[src/rtl/pll_lock_detect.sv]
// pll_lock_detect
//   Lock detector for the PLL. Takes one frequency/phase measurement per
//   refclk cycle and walks UNLOCKED -> FREQ_LOCKED -> PHASE_LOCKED as
//   consecutive good samples accumulate. It drops back to UNLOCKED after
//   repeated bad samples or a change of divn, and pulses lock_lost on exit.
//   Optional feature: define LOCK_LOSS_CNT_EN to add the loss_cnt output,
//   a saturating count of lock_lost pulses.
module pll_lock_detect #(
  parameter int CW          = 8,
  parameter int PHASE_W     = 8,
  parameter int FREQ_TOL    = 1,
  parameter int PHASE_TOL   = 4,
  parameter int FREQ_HOLD   = 16,
  parameter int PHASE_HOLD  = 32,
  parameter int UNLOCK_MISS = 4
) (
  input  logic               refclk,
  input  logic               resetn,
  input  logic [CW-1:0]      divn,
  input  logic               meas_valid,
  input  logic [CW-1:0]      fb_count,
  input  logic [PHASE_W-1:0] phase_err,
  output logic [1:0]         lock_state,
  output logic               freq_ok,
  output logic               phase_ok,
`ifdef LOCK_LOSS_CNT_EN
  output logic [7:0]         loss_cnt,
`endif
  output logic               lock_lost
);

  typedef enum logic [1:0] {
    UNLOCKED     = 2'd0,
    FREQ_LOCKED  = 2'd1,
    PHASE_LOCKED = 2'd2
  } lock_state_t;

  localparam int HOLD_MAX_N = (FREQ_HOLD > PHASE_HOLD) ? FREQ_HOLD : PHASE_HOLD;
  localparam int HOLD_W     = $clog2(HOLD_MAX_N) + 1;
  localparam int MISS_W     = $clog2(UNLOCK_MISS) + 1;

  localparam logic [HOLD_W-1:0]  FREQ_HOLD_V   = HOLD_W'(FREQ_HOLD);
  localparam logic [HOLD_W-1:0]  PHASE_HOLD_V  = HOLD_W'(PHASE_HOLD);
  localparam logic [MISS_W-1:0]  UNLOCK_MISS_V = MISS_W'(UNLOCK_MISS);
  localparam logic [CW:0]        FREQ_TOL_V    = (CW+1)'(FREQ_TOL);
  localparam logic [PHASE_W-1:0] PHASE_TOL_V   = PHASE_W'(PHASE_TOL);
  localparam logic [PHASE_W-1:0] PHASE_MIN     = {1'b1, {(PHASE_W-1){1'b0}}};
  localparam logic [PHASE_W-1:0] PHASE_MAX     = {1'b0, {(PHASE_W-1){1'b1}}};

  lock_state_t       state_q, state_d;
  logic [HOLD_W-1:0] hold_q, hold_d, hold_inc;
  logic [MISS_W-1:0] miss_q, miss_d, miss_inc;
  logic [CW-1:0]     divn_q;
  logic              sample_valid;
  logic              lost_d;
  logic              divn_changed;

  logic [CW:0]        freq_diff;
  logic [CW:0]        freq_abs;
  logic               freq_good;
  logic [PHASE_W-1:0] phase_abs;
  logic               phase_good;

  // Frequency difference is taken one bit wider so the sign survives;
  // the most-negative phase error has no positive twin, so it saturates
  // to the largest magnitude and can never pass the tolerance check.
  assign freq_diff  = {1'b0, fb_count} - {1'b0, divn};
  assign freq_abs   = freq_diff[CW] ? (~freq_diff + 1'b1) : freq_diff;
  assign freq_good  = (divn != '0) && (freq_abs <= FREQ_TOL_V);
  assign phase_abs  = (phase_err == PHASE_MIN) ? PHASE_MAX :
                      (phase_err[PHASE_W-1] ? (~phase_err + 1'b1) : phase_err);
  assign phase_good = (phase_abs <= PHASE_TOL_V);

  assign hold_inc     = (hold_q == '1) ? hold_q : hold_q + 1'b1;
  assign miss_inc     = (miss_q == '1) ? miss_q : miss_q + 1'b1;
  assign divn_changed = (divn != divn_q);
  assign lock_state   = state_q;

  // Stage 1: register the per-sample checks; flags hold between valid samples
  always_ff @(posedge refclk or negedge resetn) begin
    if (!resetn) begin
      freq_ok      <= 1'b0;
      phase_ok     <= 1'b0;
      sample_valid <= 1'b0;
    end else begin
      sample_valid <= meas_valid;
      if (meas_valid) begin
        freq_ok  <= freq_good;
        phase_ok <= phase_good;
      end
    end
  end

  // Stage 2 state register: lock state, hold/miss counters, divn shadow, loss pulse
  always_ff @(posedge refclk or negedge resetn) begin
    if (!resetn) begin
      state_q   <= UNLOCKED;
      hold_q    <= '0;
      miss_q    <= '0;
      divn_q    <= '0;
      lock_lost <= 1'b0;
    end else begin
      state_q   <= state_d;
      hold_q    <= hold_d;
      miss_q    <= miss_d;
      divn_q    <= divn;
      lock_lost <= lost_d;
    end
  end

  // Next-state logic: a divn change overrides everything, otherwise consume the stage-1 sample
  always_comb begin
    state_d = state_q;
    hold_d  = hold_q;
    miss_d  = miss_q;
    lost_d  = 1'b0;
    if (divn_changed) begin
      state_d = UNLOCKED;
      hold_d  = '0;
      miss_d  = '0;
      lost_d  = (state_q != UNLOCKED);
    end else if (sample_valid) begin
      case (state_q)
        UNLOCKED: begin
          if (!freq_ok) begin
            hold_d = '0;
          end else if (hold_inc == FREQ_HOLD_V) begin
            state_d = FREQ_LOCKED;
            hold_d  = '0;
          end else begin
            hold_d = hold_inc;
          end
        end
        FREQ_LOCKED: begin
          if (!freq_ok) begin
            state_d = UNLOCKED;
            hold_d  = '0;
            lost_d  = 1'b1;
          end else if (!phase_ok) begin
            hold_d = '0;
          end else if (hold_inc == PHASE_HOLD_V) begin
            state_d = PHASE_LOCKED;
            hold_d  = '0;
          end else begin
            hold_d = hold_inc;
          end
        end
        PHASE_LOCKED: begin
          if (freq_ok && phase_ok) begin
            miss_d = '0;
          end else if (miss_inc == UNLOCK_MISS_V) begin
            state_d = UNLOCKED;
            hold_d  = '0;
            miss_d  = '0;
            lost_d  = 1'b1;
          end else begin
            miss_d = miss_inc;
          end
        end
        default: begin
          state_d = UNLOCKED;
          hold_d  = '0;
          miss_d  = '0;
        end
      endcase
    end
  end

`ifdef LOCK_LOSS_CNT_EN
  // Count lock-loss events, sticking at the top of the range
  always_ff @(posedge refclk or negedge resetn) begin
    if (!resetn) begin
      loss_cnt <= '0;
    end else if (lost_d && (loss_cnt != 8'hFF)) begin
      loss_cnt <= loss_cnt + 8'd1;
    end
  end
`endif

endmodule
[config.mk]
export PLATFORM = sky130hd
export DESIGN_NAME = pll_lock_detect
export DESIGN_NICKNAME = d
export VERILOG_FILES = /design/src/rtl/pll_lock_detect.sv
export SDC_FILE = /design/constraint.sdc
export NUM_CORES = 1
export LEC_CHECK = 0
export CAP_MARGIN = 20
export CORE_UTILIZATION = 60
export CTS_BUF_LIST = sky130_fd_sc_hd__clkbuf_2
export DETAILED_ROUTE_END_ITERATION = 6
export PLACE_DENSITY = 0.95
export SYNTH_ARGS = -nofsm -noshare
export SYNTH_HDL_FRONTEND = slang
export SYNTH_SLANG_ARGS = --single-unit
[constraint.sdc]
create_clock -name refclk -period 3.7 [get_ports refclk]
set_clock_uncertainty 0.2 [all_clocks]
set_input_delay 0.37 -clock refclk [delete_from_list [all_inputs] [get_ports refclk]]
set_output_delay 0.37 -clock refclk [all_outputs]
set_load 0.01 [all_outputs]
# Word level (Yosys, flattened, before mapping)
# Cells that the tools add are included.
# op_classes
bitwise_logic	2
div_mod_pow	0
reduce_logical	10
n_shift	0
n_lt_le_gt_ge	2
mux	36
eq_ne	16
add_sub_neg	5
multipliers	0
# op_table
operator	count
6-bit two-way mux	10
2-bit two-way mux	9
6-bit one-hot mux with 3 select lines	1
8-bit two-way mux	2
3-bit two-way mux	5
6-bit equality test (second input constant)	2
3-bit != test (second input constant)	4
9-bit by 1-bit adder with 9-bit output (second input constant)	1
9-bit by 1-bit <= comparator with 1-bit output (second input constant)	1
9-bit two-way mux	1
9-bit inverter	1
8-bit by 8-bit subtractor with 9-bit output	1
8-bit by 1-bit adder with 8-bit output (second input constant)	1
8-bit equality test (second input constant)	1
8-bit by 3-bit <= comparator with 1-bit output (second input constant)	1
4-bit != test (second input constant)	2
8-bit != test	1
8-bit inverter	1
8-bit nonzero test	1
7-bit AND reduction	1
6-bit by 1-bit adder with 6-bit output (second input constant)	1
3-bit equality test (second input constant)	2
6-bit by 5-bit equality test with 1-bit output (second input constant)	1
2-bit one-hot mux with 3 select lines	1
13 further kinds	19
# word_totals
output_inout_bits	5
ramBits	0
n_memories	0
rom_bits	0
regBits	23
latch_bits	0

# Logic depth before layout (Yosys ltp)
# Gate-level depths: netlist of run 1.
# depth
depth_word	9
depth_mapped	11

# Worst setup path after synthesis of run 1
# Ideal clock, no wire load.
# synth_path
kind	input-to-reg
from	input fb_count[0]
to	register freq_ok
slack_ps	1036
cell_stages	11
setup_ps	122
n_path_buf	0
arrival_ps	2343
path_cell_list	inv_1 -> ha_1 -> inv_1 -> fa_1 -> a21oi_1 -> o22ai_1 -> o41ai_2 -> nand4b_1 -> a31oi_1 -> o22ai_1 -> a32o_1
# synth_via
elab_chain_cells	6
# synth_lines
element	line_no	rtl
from (decl)	21	input logic [CW-1:0] fb_count,
8-bit by 8-bit subtractor with 9-bit output (*)	67	assign freq_diff = {1'b0, fb_count} - {1'b0, divn};
9-bit inverter	68	assign freq_abs = freq_diff[CW] ? (~freq_diff + 1'b1) : freq_diff;
9-bit by 1-bit adder with 9-bit output	68	
9-bit two-way mux (*)	68	
9-bit by 1-bit <= comparator with 1-bit output (*)	69	assign freq_good = (divn != '0) && (freq_abs <= FREQ_TOL_V);
1-bit logical AND (*)	69	
to (signal assigned)	88	freq_ok <= freq_good;
to (decl)	24	output logic freq_ok,
# Mark *: on every way between the ends. The rest lies on a longest branch, timed or not.
# A chain may end at the register's enable or synchronous reset.

# Worst setup path in the final report of run 1
# layout_path
from	input divn[3]
to	register freq_ok
# layout_via
elab_chain_cells	6
word_cells_on_any_way	7
# layout_lines
element	line_no	rtl
from (decl)	19	input logic [CW-1:0] divn,
8-bit by 8-bit subtractor with 9-bit output	67	
9-bit inverter	68	
9-bit by 1-bit adder with 9-bit output	68	
9-bit two-way mux	68	
9-bit by 1-bit <= comparator with 1-bit output	69	
1-bit logical AND (*)	69	
# Marked as above.

==> results.toml, run 1 <==
[clocking]
cts-resized-gates = 0
max-clock-path-buffers = 2
cts.hold.buffers_added = 0
cts-root-buf = "clkbuf_2"
cts_tree = "yes"
clk-insertion-delay-late_ns = 0.33
cts.sinks = 23
path_clk_slew_ns = 0.22
htreeDepth = 1
cts_setup_buffers = 0
cts_inserted_buffers = 3

[setup_path]
critPathBufInv = 2
timing.critical_path.slowest_stage_cell = "clkdlybuf4s50_1"
crit_path_cell_trace = "clkdlybuf4s50_1 -> inv_1 -> ha_1 -> a21o_1 -> a31oi_1 -> xor2_1 -> nand4_1 -> o31a_1 -> o32ai_1 -> a32o_1"
worstReg2RegStart = "hold_q[0]"
setup.reg_to_reg.worst_slack_ns = 1.08
crit_required_ns = 3.80
setup.worst_path.start_class = "input port"
timing.critical_path.slowest_cell_delay_ns = 0.57
critical_path_origin = "divn[3]"
type_of_the_worst_setup_path = "input port to register"
worst_path_dominant_cell_family = "compound AO/OA/AOI/OAI gates"
wp_depth = 10
ff2ff_path_depth = 8
worst_path_arrival_ns = 3.00
reg2reg_to = "lock_state[1]"
worstPathMaxFanout = 6
timing.critical_path.to_type = "register"

[finish]
finish.utilization_pct = 76.02
final_common_cell = "clkdlybuf4s50_1"
layout-drive-gt1-share_pct = 6.719
postLayoutCellArea_sq_mm = 0.002321
fillers = 226
regArea_sq_um = 575.6
synthToLayoutAreaGrowth_pct = 20.77
layout.cells.most_common_list = "clkdlybuf4s50_1 (31), dfrtp_1 (23), nand2_1 (20)"
multi_input_area_sq_mm = 0.001270
design.final.nets = 298
diodes = 0

[synth]
synth_seq_cells = 23
synth.yosys.warnings = 0
async_reset_ff_share_pct = 100.0
synthMuxAreaShare_pct = 2.409
synth.lib_cells_used.distinct = 60
seq_area_frac_synth_pct = 29.95
number_of_flops_mapped_to_enable_cells_by_yosys = 0
synth_compound_gate_area_share_pct = 22.14
netlist_area_sq_mm = 0.001922
yosys_most_used_dff = "dfrtp_1"
yosys.area_share.simple_pct = 22.33
synthCells = 218
synthXorXnorAreaFrac_pct = 7.747
synth.net_count = 262
largest_family_of_logic_cells_by_synthesized_area = "simple AND/OR/NAND/NOR gates"
synthAdderAreaFrac_pct = 11.46
avgSynthCellArea_sq_um = 8.816

[floorplanning]
core_sq_mm = 0.003053
pin_count = 32
dieWidth_um = 58.60
core.rowCount = 20
floorplan.die.height_um = 58.60
die-area_sq_mm = 0.003433
initial_utilization_pct = 62.95

[min_path]
hp-class = "input port to async pin"

[timing]
drv_slew = 0
timing_worst_slew_pin_value_ns = 0.5248
period_minus_slack_ns = 2.907
setup_repair_after_global_routing_missed_its_margin = "false"
finalSetupTns_ns = 0
finalSetupViolCount = 0
worst_hold_slack_ns = 0.1505
fmaxAchievable_mhz = 344.0
layout_worst_path_cycle_share_pct = 78.56
max_slew_margin_pct = 64.91
report.final.hold_viol_count = 0

[drt]
detail_route.drc_violations = 0
drtIter0Drc = 97
routed_wirelength_um = 4232
antenna_left = 0
wl_per_cell_um = 14.25
drtPass1Iterations = 4
viasPerCell = 5.990
dr_vias = 1779

[power_and_ir_drop]
swShare_pct = 32.41
p_sw_uw = 181.4
power-per-cell-area_mw_per_mm2 = 241.2
comb_power_share_pct = 34.1
power.share.clock_pct = 18.7
peakVddDrop_uv = 153.2
total_leakage_power_nw = 1.009
power.share.sequential_pct = 47.2
cellInternalPower_uw = 378.4

[global_routing]
grt_first_pass_wirelength_um = 7210
largest_net_degree_at_the_start_of_global_routing = 24
antenna_violations_before_repair = 0
global_route_overflow = 0
via_count_of_the_first_global_routing_pass = 1686
grtUsageTotal_pct = 27.28

[place]
postPlaceCellArea_sq_mm = 0.002286
routabilityCongestion = 0.8321
hpwl_um = 3412
numPortBuffers = 31

[run_status]
status = "completed"

[run]
maxCapViolCount = 0
## kinds of logic after synthesis
kind of cell             count (synthesis)
AND/OR/NAND/NOR                         79
AO/OA/AOI/OAI                           58
flip-flops                              23
buffers and inverters                   20
XOR/XNOR                                17
adder cells (fa/ha/maj)                 17
multiplexers                             4
## worst max path at each step
| stage | endpoint | slack (ns) |
|---|---|---|
| 6_report | freq_ok | 0.79 |
| 5_1_grt | freq_ok | 0.67 |
| 4_1_cts | freq_ok | 0.82 |
| 3_5_place_dp | freq_ok | 0.44 |
| 3_3_place_gp | freq_ok | 0.51 |
| 2_1_floorplan | freq_ok | 1.04 |
## area by class of cell
type,count,area share [%]
multi-input cells,175,54.72
flip-flops and latches,23,24.80
repair buffers,33,14.34
inverters,18,2.911
well taps,44,2.372
clock buffers,4,0.8625
## routing by layer
layer	vias up	part of all wire, %	global-route usage [%]	wire length, um
li1	882	-	-	-
met3	12	4.3	5.714	184
met4	0	2.1	9.524	90
met2	52	49	46.63	2068
met5	-	0	0	0
met1	833	45	34.17	1889
## sequential cells by signal, indices dropped and copies added, names as in the netlist
signal        cells
lock_lost         1
miss_q            3
hold_q            6
divn_q            8
phase_ok          1
lock_state        2
sample_valid      1
freq_ok           1
## through the flow
stage	std cells	setup WS (ns)	total power [mW]
5_1_grt	297	0.6662	0.5947
3_5_place_dp	292	0.4443	0.4552
6_report	297	0.7933	0.5598
3_3_place_gp	292	0.5133	0.4494
2_1_floorplan	218	1.036	0.3865
4_1_cts	296	0.8212	0.5575
## worst reg2reg max path, delay by kind of cell (launching register included)
kind | cells | cell delay, ns
DFF | 1 | 0.44
and+or+nand+nor | 4 | 1.26
adders and majority gates | 1 | 0.22
AOI/OAI and AO/OA | 3 | 0.47
## power by group through the flow
stage,registers (mW),logic (mW),clock network [mW]
2_1_floorplan,0.267,0.120,0
3_3_place_gp,0.268,0.181,0
3_5_place_dp,0.269,0.187,0
4_1_cts,0.264,0.187,0.106
5_1_grt,0.265,0.210,0.119
6_report,0.264,0.191,0.105
## synthesized netlist by cell type (all sizes together) (2+ instances only)
cell    instances  share of area (%)
a31oi           5                1.6
o221ai          2               0.91
nor2           14                2.7
nor2b           4                1.3
mux2            2                1.4
o21ai           7                1.8
and2            2               0.72
o21a            3                1.2
a32oi           2               0.91
nand2          20                3.9
a32o            3                1.6
nand2b          3               0.98
and3            2               0.91
o22ai           4                1.3
inv            18                3.5
dfrtp          23                 30
nor3            5                1.3
ha             16                 10
a22o            3                1.4
a21oi          10                2.8
a211oi          3                1.2
nor4            3               0.98
a21o            4                1.6
mux2i           2                1.0
xor2           14                6.4
nand4           3               0.98
or4             2               0.78
nand3           9                2.6
nor3b           5                2.2
xnor2           3                1.4
No activity file was read; power rests on OpenSTA's default activity.
==> run 2, diff against run 1 <==
- CORE_UTILIZATION: 60 -> 55
- PLACE_DENSITY: 0.95 -> 0.9
- clock period: 3.7 -> 2.9 ns (I/O delays scaled with it)
==> run 2 against run 1 <==
Effect of this change:
- largest cell class unchanged
- cell count increased by 5.1%
- setup slack got worse by 0.57 ns
- critical path depth decreased by 2
- die area increased by 8.8%
- highest routed layer unchanged
- global-route usage decreased by 3.3 points
- via count increased by 1.3%
- largest power group unchanged
- combinational power increased by 39%
- core utilization decreased by 3.7 points
- design area increased by 4.0%
==> results.toml, run 2 (synthesized netlist as in run 1, its figures left out) <==
[finish]
design.final.nets = 311
finish.utilization_pct = 72.33
layout-drive-gt1-share_pct = 11.28
diodes = 0
fillers = 259
multi_input_area_sq_mm = 0.001270
layout.cells.most_common_list = "clkdlybuf4s50_1 (31), dfrtp_1 (23), nand2_1 (20)"
synthToLayoutAreaGrowth_pct = 25.59
regArea_sq_um = 575.6
final_common_cell = "clkdlybuf4s50_1"
max_ffs_per_register = 8
reg_top3 = "divn_q (8), hold_q (6), miss_q (3)"
largest_register = "divn_q"

[timing]
period_minus_slack_ns = 2.676
layout_worst_path_cycle_share_pct = 92.28
max_slew_margin_pct = 70.12
setup_repair_after_global_routing_missed_its_margin = "false"
report.final.hold_viol_count = 0
finalSetupViolCount = 0
timing_worst_slew_pin_value_ns = 0.4482
fmaxAchievable_mhz = 373.7
drv_slew = 0
finalSetupTns_ns = 0

[global_routing]
grtUsageTotal_pct = 23.94
grt_first_pass_wirelength_um = 6824
via_count_of_the_first_global_routing_pass = 1672
largest_net_degree_at_the_start_of_global_routing = 24
antenna_violations_before_repair = 0
global_route_overflow = 0

[clocking]
cts_inserted_buffers = 3
cts.sinks = 23
path_clk_slew_ns = 0.22
cts-root-buf = "clkbuf_2"
cts_tree = "yes"
cts-resized-gates = 0
cts.hold.buffers_added = 0
htreeDepth = 1
clk-insertion-delay-late_ns = 0.33
max-clock-path-buffers = 2
cts_setup_buffers = 0

[drt]
routed_wirelength_um = 4121
detail_route.drc_violations = 0
wl_per_cell_um = 13.21
antenna_left = 0
drtPass1Iterations = 4
drtIter0Drc = 98
dr_vias = 1802
viasPerCell = 5.776

[floorplanning]
initial_utilization_pct = 57.59
core.rowCount = 21
floorplan.die.height_um = 61.11
die-area_sq_mm = 0.003734
core_sq_mm = 0.003337
dieWidth_um = 61.11
pin_count = 32

[run]
maxCapViolCount = 0

[run_status]
status = "completed"

[setup_path]
timing.critical_path.to_type = "register"
crit_required_ns = 2.99
worst_path_arrival_ns = 2.77
type_of_the_worst_setup_path = "register to register"
worstPathMaxFanout = 4
setup.worst_path.start_class = "register"

[power_and_ir_drop]
total_leakage_power_nw = 1.067
peakVddDrop_uv = 156.6
power-per-cell-area_mw_per_mm2 = 302.9

[place]
numPortBuffers = 31
routabilityCongestion = 0.9012
hpwl_um = 3373

[min_path]
hp-class = "input port to async pin"
-- run 2: changes by cell type in the layout (fill, tap and decap cells not counted) --
cell	previous run	this run
buf_4	1	15
buf_8	1	0
clkbuf_2	4	3
clkinv_2	0	1
-- run 2: per-layer routing --
metal  track usage (%)  vias up  share of wire, %
met5                 0        -                 0
met1             29.00      849                45
met2             44.25       39                51
li1                  -      906                 -
met3             2.521        8               2.2
met4             7.468        0               1.3
-- run 2: worst paths after layout --
kind | from | endpoint | slack (ns) | cells past startpoint
max reg2reg | hold_q[0] | lock_state[1] | 0.22 | 8
min reg2reg | hold_q[1] | hold_q[1] | 0.37 | 1
max in group asynchronous | resetn | hold_q[4] | 2.21 | 2
min | resetn | miss_q[1] | 0.07 | 2
min in group refclk | divn[6] | divn_q[6] | 0.25 | 1
max | hold_q[0] | lock_state[1] | 0.22 | 8
-- run 2: metrics by stage --
stage                     instance area (sq um)  hold WS, ns  worst slack (ns)  power, mW  instances
after CTS                                  2414      0.07486            0.2634     0.7336        312
after global routing                       2414      0.08617           0.03510     0.7770        312
after detailed placement                   2394       0.3240          -0.06489     0.6066        308
after global placement                     2394       0.3188          -0.02740     0.6000        308
final                                      2414      0.06735            0.2238     0.7310        312
after floorplan                            1922      -0.2056            0.3155     0.4931        218
-- run 2: critical path, cell delays in order (launching register included) --
cell	delay, ns
dfrtp_1	0.45
ha_1	0.23
and2_2	0.16
a21oi_1	0.09
or3_1	0.40
or4b_1	0.47
a32oi_1	0.21
nor3b_2	0.23
a32o_1	0.18
-- run 2: cell type report --
cell class	instances	share of cell area, %
clock buffers	3	0.6221
clock inverters	1	0.2074
inverters	18	2.799
multi-input cells	175	52.62
flip-flops and latches	23	23.85
well taps	46	2.385
repair buffers	46	17.52
-- run 2: power by group --
| group | internal [mW] | leakage, nW | switching (mW) | total [mW] |
|---|---|---|---|---|
| Combinational | 0.138 | 0.751 | 0.127 | 0.265 |
| Sequential | 0.329 | 0.300 | 0.00748 | 0.337 |
| Clock | 0.0313 | 0.0164 | 0.0985 | 0.130 |
| Total | 0.498 | 1.07 | 0.233 | 0.731 |
==> run 3, diff against run 2 <==
- CORE_MARGIN: unset -> 5
==> run 3 against run 2 <==
Effect of this change:
- hold slack lost 0.014 ns
- power is 2.6% higher
- sequential power about the same
- sequential share of layout area down 0.15 points
- maximum frequency grew 0.92%
- largest power group unchanged
==> results.toml, run 3 (synthesized netlist as in run 1, its figures left out) <==
[run_status]
status = "completed"

[drt]
viasPerCell = 5.777
highest-signal-layer = "met4"
detail_route.drc_violations = 0
antenna_left = 0
met2_length_um = 2246
routed_wirelength_um = 4462
route.layer.met1.wl_um = 1944
drtIter0Drc = 134
drtPass1Iterations = 5
wl_per_cell_um = 14.21
dr_vias = 1814
routed-wl-met3_um = 184

[finish]
layout.cells.most_common_list = "clkdlybuf4s50_1 (31), dfrtp_1 (23), nand2_1 (20)"
layout-drive-gt1-share_pct = 11.94
largest_register = "divn_q"
postLayoutCellArea_sq_mm = 0.002429
synthToLayoutAreaGrowth_pct = 26.37
diodes = 0
reg_top3 = "divn_q (8), hold_q (6), miss_q (3)"
final_common_cell = "clkdlybuf4s50_1"
max_ffs_per_register = 8
design.final.nets = 313
finish.utilization_pct = 72.21

[global_routing]
via_count_of_the_first_global_routing_pass = 1761
global_route_overflow = 0
grt_first_pass_wirelength_um = 7617
antenna_violations_before_repair = 0
grtUsageTotal_pct = 19.04
largest_net_degree_at_the_start_of_global_routing = 24

[timing]
max_slew_margin_pct = 70.75
period_minus_slack_ns = 2.652
fmaxAchievable_mhz = 377.1
layout_worst_path_cycle_share_pct = 91.44
worst_hold_slack_ns = 0.05349
report.final.hold_viol_count = 0
setup_repair_after_global_routing_missed_its_margin = "false"
timing_worst_slew_pin_value_ns = 0.4387
drv_slew = 0
finalSetupViolCount = 0

[clocking]
cts-resized-gates = 0
cts_setup_buffers = 0
cts.sinks = 23
path_clk_slew_ns = 0.21
max-clock-path-buffers = 2
cts-root-buf = "clkbuf_2"
cts.hold.buffers_added = 0
cts_inserted_buffers = 3
clk-insertion-delay-late_ns = 0.35
cts_tree = "yes"
htreeDepth = 1

[setup_path]
worst_path_arrival_ns = 2.76
type_of_the_worst_setup_path = "input port to register"
timing.critical_path.slowest_stage_cell = "clkdlybuf4s50_1"
crit_path_cell_trace = "clkdlybuf4s50_1 -> ha_1 -> inv_1 -> fa_1 -> a21oi_1 -> o22ai_1 -> o41ai_2 -> buf_4 -> a21oi_1 -> o32ai_1 -> a32o_1"
timing.critical_path.to_type = "register"
path_common_cell = "a21oi_1"
timing.critical_path.slowest_cell_delay_ns = 0.48
crit_required_ns = 3.01
setup.worst_path.start_class = "input port"
setup.reg_to_reg.worst_slack_ns = 0.25
worstPathMaxFanout = 7

[floorplanning]
initial_utilization_pct = 57.14
core.rowCount = 21
floorplan.die.height_um = 69.11
pin_count = 32
die-area_sq_mm = 0.004776
core_sq_mm = 0.003363
dieWidth_um = 69.11

[place]
numPortBuffers = 31
routabilityCongestion = 0.8912
postPlaceCellArea_sq_mm = 0.002409
hpwl_um = 3630

[power_and_ir_drop]
power-per-cell-area_mw_per_mm2 = 308.7
total_leakage_power_nw = 1.078
peakVddDrop_uv = 164.6
p_total_uw = 749.7

[run]
maxCapViolCount = 0

[min_path]
hp-class = "input port to async pin"
==> run 3: worst max-delay path, delay by kind of cell <==
| kind | cells | cell delay, ns |
|---|---|---|
| AOI/OAI and AO/OA | 6 | 1.13 |
| adders and majority gates | 2 | 0.57 |
| buffers and inverters | 3 | 0.75 |
==> run 3: area by class of cell <==
class                           instances  area [sq um]
Clock buffer                            4         20.02
Sequential cell                        23         575.6
Multi-Input combinational cell        175          1270
Timing Repair Buffer                   48         437.9
Tap cell                               46         57.56
Fill cell                             268         934.6
Inverter                               18         67.56
==> run 3: final timing paths <==
check,startpoint,end,cells after the start
max in group asynchronous,resetn,lock_lost,2
max reg2reg,hold_q[0],lock_state[1],8
min reg2reg,hold_q[1],hold_q[1],1
max,divn[0],freq_ok,11
min in group refclk,divn[7],divn_q[7],1
min,resetn,freq_ok,2
==> run 3: per-stage QoR <==
step | TNS (ns) | cells | worst slack, ns
after floorplan | 0 | 218 | 0.3155
after global placement | -0.06275 | 310 | -0.06275
after detailed placement | -0.08745 | 310 | -0.08745
after CTS | 0 | 314 | 0.2732
after global routing | 0 | 314 | 0.1189
final | 0 | 314 | 0.2482
==> run 3: where the power goes <==
group          leakage, nW  total [mW]  switching [mW]  internal, mW
clock               0.0166       0.135          0.0981        0.0364
sequential           0.300       0.337         0.00771         0.329
combinational        0.761       0.278           0.135         0.144
==> run 3: layer usage <==
| layer | vias to the layer above | track usage (%) |
|---|---|---|
| met3 | 9 | 2.326 |
| met1 | 848 | 23.44 |
| met2 | 48 | 32.84 |
| met5 | - | 0 |
| met4 | 0 | 8.894 |
| li1 | 909 | - |
